`src/rtl/cpu_pkg.sv`:
```
// Shared CPU definitions: datapath widths, halt encoding and fetch FSM state type.
// Also used by the instruction ROM and the decoder.
package cpu_pkg;

  localparam int PC_W   = 8;
  localparam int INST_W = 9;

  typedef logic [PC_W-1:0]   pc_t;
  typedef logic [INST_W-1:0] inst_t;

  // All-ones word halts execution; it is also what unprogrammed ROM addresses return.
  localparam inst_t HALT_INST = '1;

  typedef enum logic [1:0] {
    IDLE   = 2'd0,
    RUN    = 2'd1,
    HALTED = 2'd2
  } fetch_state_t;

endpackage

```
`src/rtl/fetch_unit.sv`:
```
// Program counter and fetch control: sequences the instruction ROM from a start
// pulse, applies taken branches, honours stalls and stops on the halt word.
//
// state  | meaning
// IDLE   | out of reset, PC parked at RESET_PC, waiting for start
// RUN    | one instruction per unstalled cycle, PC advances or branches
// HALTED | halt word seen, PC and count frozen, start restarts
module fetch_unit
  import cpu_pkg::*;
#(
  parameter int                PC_W_P    = PC_W,
  parameter int                INST_W_P  = INST_W,
  parameter logic [PC_W_P-1:0] RESET_PC  = '0,
  parameter logic [INST_W_P-1:0] HALT_W  = '1,
  parameter int                CNT_W     = 16
) (
  input  logic                CLK,
  input  logic                reset,
  input  logic                start,
  input  logic                stall,
  input  logic                branch_take,
  input  logic [PC_W_P-1:0]   branch_target,
  input  logic [INST_W_P-1:0] inst,
  output logic [PC_W_P-1:0]   PC,
  output logic                running,
  output logic                halt,
  output logic                done,
  output logic [CNT_W-1:0]    inst_count
);

  fetch_state_t        state_q, state_d;
  logic [PC_W_P-1:0]   pc_q, pc_d;
  logic [CNT_W-1:0]    cnt_q, cnt_d;
  logic                done_q, done_d;

  always_comb begin
    state_d = state_q;
    pc_d    = pc_q;
    cnt_d   = cnt_q;
    done_d  = 1'b0;
    case (state_q)
      IDLE, HALTED: begin
        if (start) begin
          state_d = RUN;
          pc_d    = RESET_PC;
          cnt_d   = '0;
        end
      end
      RUN: begin
        // Stall outranks everything, including a halt word already on the bus.
        if (!stall) begin
          if (inst == HALT_W) begin
            state_d = HALTED;
            done_d  = 1'b1;
          end else begin
            pc_d  = branch_take ? branch_target : pc_q + PC_W_P'(1);
            cnt_d = (&cnt_q) ? cnt_q : cnt_q + CNT_W'(1);
          end
        end
      end
      default: state_d = IDLE;
    endcase
  end

  always_ff @(posedge CLK) begin
    if (reset) begin
      state_q <= IDLE;
      pc_q    <= RESET_PC;
      cnt_q   <= '0;
      done_q  <= 1'b0;
    end else begin
      state_q <= state_d;
      pc_q    <= pc_d;
      cnt_q   <= cnt_d;
      done_q  <= done_d;
    end
  end

  assign PC         = pc_q;
  assign running    = (state_q == RUN);
  assign halt       = (state_q == HALTED);
  assign done       = done_q;
  assign inst_count = cnt_q;

endmodule

```
`config.mk`:
```
export PLATFORM = sky130hd
export DESIGN_NAME = fetch_unit
export DESIGN_NICKNAME = d
export VERILOG_FILES = /design/src/rtl/cpu_pkg.sv /design/src/rtl/fetch_unit.sv
export SDC_FILE = /design/constraint.sdc
export NUM_CORES = 1
export LEC_CHECK = 0
export ABC_CLOCK_PERIOD_IN_PS = 3900
export BUFFER_PORTS_ARGS = -buffer_cell sky130_fd_sc_hd__clkbuf_2
export CORE_UTILIZATION = 54
export DETAILED_ROUTE_END_ITERATION = 10
export PLACE_DENSITY = 0.89
export SYNTH_ARGS = -nofsm -noshare
export SYNTH_HDL_FRONTEND = slang
export SYNTH_SLANG_ARGS = --single-unit
```
`constraint.sdc`:
```
create_clock -name CLK -period 3.9 [get_ports CLK]
set_input_delay 0.975 -clock CLK [delete_from_list [all_inputs] [get_ports CLK]]
set_output_delay 0.975 -clock CLK [all_outputs]
set_load 0.01 [all_outputs]
```
==> results.cfg <==
[yosys]
synth_xor_area_frac = 0.0171
netlist_area_mm2 = 0.00154
synth_edf_count = 0
synthAdderAreaFrac = 0.0163
synth-compound-area-share = 0.237
synth-simple-area-share = 0.325
syn_area_per_cell_um2 = 8.14
synth_top_family_by_area = simple AND/OR/NAND/NOR gates
synth-main-ff-cell = dfxtp_1
yosysUniqueCellTypes = 43
yosys_warnings = 0
syn-num-nets = 213
ys_ff_latch = 27
ys_seq_area_frac = 0.351
netlist_instances = 189
async_flop_share = 0
synth.area.mux_share = 0.0130

[clocking]
numCtsBuffers = 3
clkTransAtPathRegs_ns = 0.15
htree_levels = 1
clockBufferDepth = 2
cts.sink_count = 27
clock-root-buffer = clkbuf_4
ctsResizeCount = 0
cts_hold_buf = 0
cts_tree = yes
post-cts-setup-buffer-count = 0
clkLatencyLatePin_ns = 0.32

[worst_setup_path]
path_cells = nor2b_2 > clkbuf_2
path_class = register to primary output
critPathMaxStageDelay_ns = 0.38
cp.arrival_ns = 1.26
start_kind = register
cpMaxStageDelayCell = dfxtp_1
cp_max_fo = 7
required_ns = 2.92
setup.worst_path.end_class = primary output

[routing]
wl_per_cell_um = 13.2
ant_nets = 0
first_pass_iters = 4
drc = 0
drt_iter0_drc = 71
viasPerCell = 6.00
drt-total-wl_mm = 3.48
vias = 1583

[timing]
worst_pin_slew_ns = 0.591
fin_crit_ns = 2.23
tns_ns = 0
setup_viol = 0
grt_setup_unrepaired = false
fin_hold_ws_ns = 0.521
post-route-period-util = 0.572
maxSlewHeadroom = 0.602
fin_skew_ns = 0.00366
max_freq_mhz = 448
finalHoldViolations = 0
drv_slew = 0

[min_path]
hp-class = register to register

[final_layout]
fin_nets = 259
final_common_cell = clkbuf_2
antenna_cells = 0
most-common-layout-cells = clkbuf_2, o21ai_0, dfxtp_1
area_delta_synth_final_pct = 16.7
layout-drive-gt1-share = 0.265

[die]
core-area_mm2 = 0.00259
rows = 18
die-height_um = 55.4
initial_core_util = 0.594
die_area_mm2 = 0.00307
dieWidth_um = 55.4
ios = 49

[pwr]
irDropWorstVdd_v = 0.000179
powerDensity_mw_per_mm2 = 265
leakagePower_nw = 0.752

[place]
portBuffers = 48
gp_routability_congestion = 0.825
dp_hpwl_mm = 2.58

[grt]
grt_pass1_vias = 1352
grt_overflow = 0
grt_antenna_before_repair = 0
grt_pass1_wl_mm = 5.97
grtUsageTotal = 0.237
grt_start_max_net_pins = 19

[job]
max-cap-violations = 0

[outcome]
status = completed
-- logic make-up after synthesis --
| group | after synthesis |
|---|---|
| simple gates | 85 |
| compound gates | 60 |
| flops | 27 |
| buf+inv | 10 |
| xor+xnor | 3 |
| mux | 2 |
| fa+ha+maj | 2 |
-- power breakdown --
group | switching [mW] | total, mW | internal (mW)
Clock | 0.0828 | 0.123 | 0.0400
Combinational | 0.0394 | 0.0676 | 0.0281
Sequential | 0.00474 | 0.285 | 0.280
-- worst max-delay path, delay by kind of cell (launching register included) --
kind	cells	cell delay (ns)
flip-flops	1	0.38
AND/OR/NAND/NOR	1	0.36
buffers and inverters	1	0.20
-- per-layer routing --
layer | global-route usage | vias up | wire [um]
met5 | 0 | - | 0
met4 | 0.0929 | 0 | 63
met3 | 0.0234 | 6 | 223
met2 | 0.361 | 69 | 1510
met1 | 0.344 | 711 | 1680
li1 | - | 797 | -
-- path summary, 6_finish.rpt --
| kind | start | to | slack (ns) | cells after the start |
|---|---|---|---|---|
| worst max-delay path | state_q[0]$_SDFFE_PP0P_ | running | 1.67 | 2 |
| worst min-delay path | inst_count[15]$_SDFFE_PP0P_ | inst_count[15]$_SDFFE_PP0P_ | 0.52 | 1 |
| worst max register to register | inst_count[0]$_SDFFE_PP0P_ | inst_count[1]$_SDFFE_PP0P_ | 1.90 | 6 |
| worst min register to register | inst_count[15]$_SDFFE_PP0P_ | inst_count[15]$_SDFFE_PP0P_ | 0.52 | 1 |
-- area by class of cell --
class	instances	area (um2)
clock buffer	4	26.3
fill	212	793
inverter	2	7.51
multi-input combinational	152	937
sequential	27	541
tap	30	37.5
timing repair buffer	49	248
-- registers in the layout (all words and copies together) (netlist names) --
register    flops
inst_count     16
PC              8
state_q         2
done            1
-- metrics by stage --
step,power [mW],area (um2),worst slack [ns],util,cells
finish,0.475,1800,1.67,0.694,264
global placement,0.357,1770,1.57,0.684,260
global route,0.497,1800,1.60,0.694,264
detailed placement,0.358,1770,1.54,0.684,260
CTS,0.476,1800,1.67,0.694,264
floorplan,0.338,1540,1.68,-,189
-- cells in the mapped netlist (4+ instances only) --
cell,instances,area share
nor3_1,4,0.013
nand4_1,9,0.037
a21oi_1,7,0.023
nand2b_1,4,0.016
nand3_1,8,0.026
and2_1,4,0.016
dfxtp_1,27,0.35
nor2_1,16,0.039
o21ai_0,29,0.094
a31oi_1,7,0.028
nand2_1,22,0.054
o31ai_1,5,0.024
No activity file was read; power rests on OpenSTA's default activity.
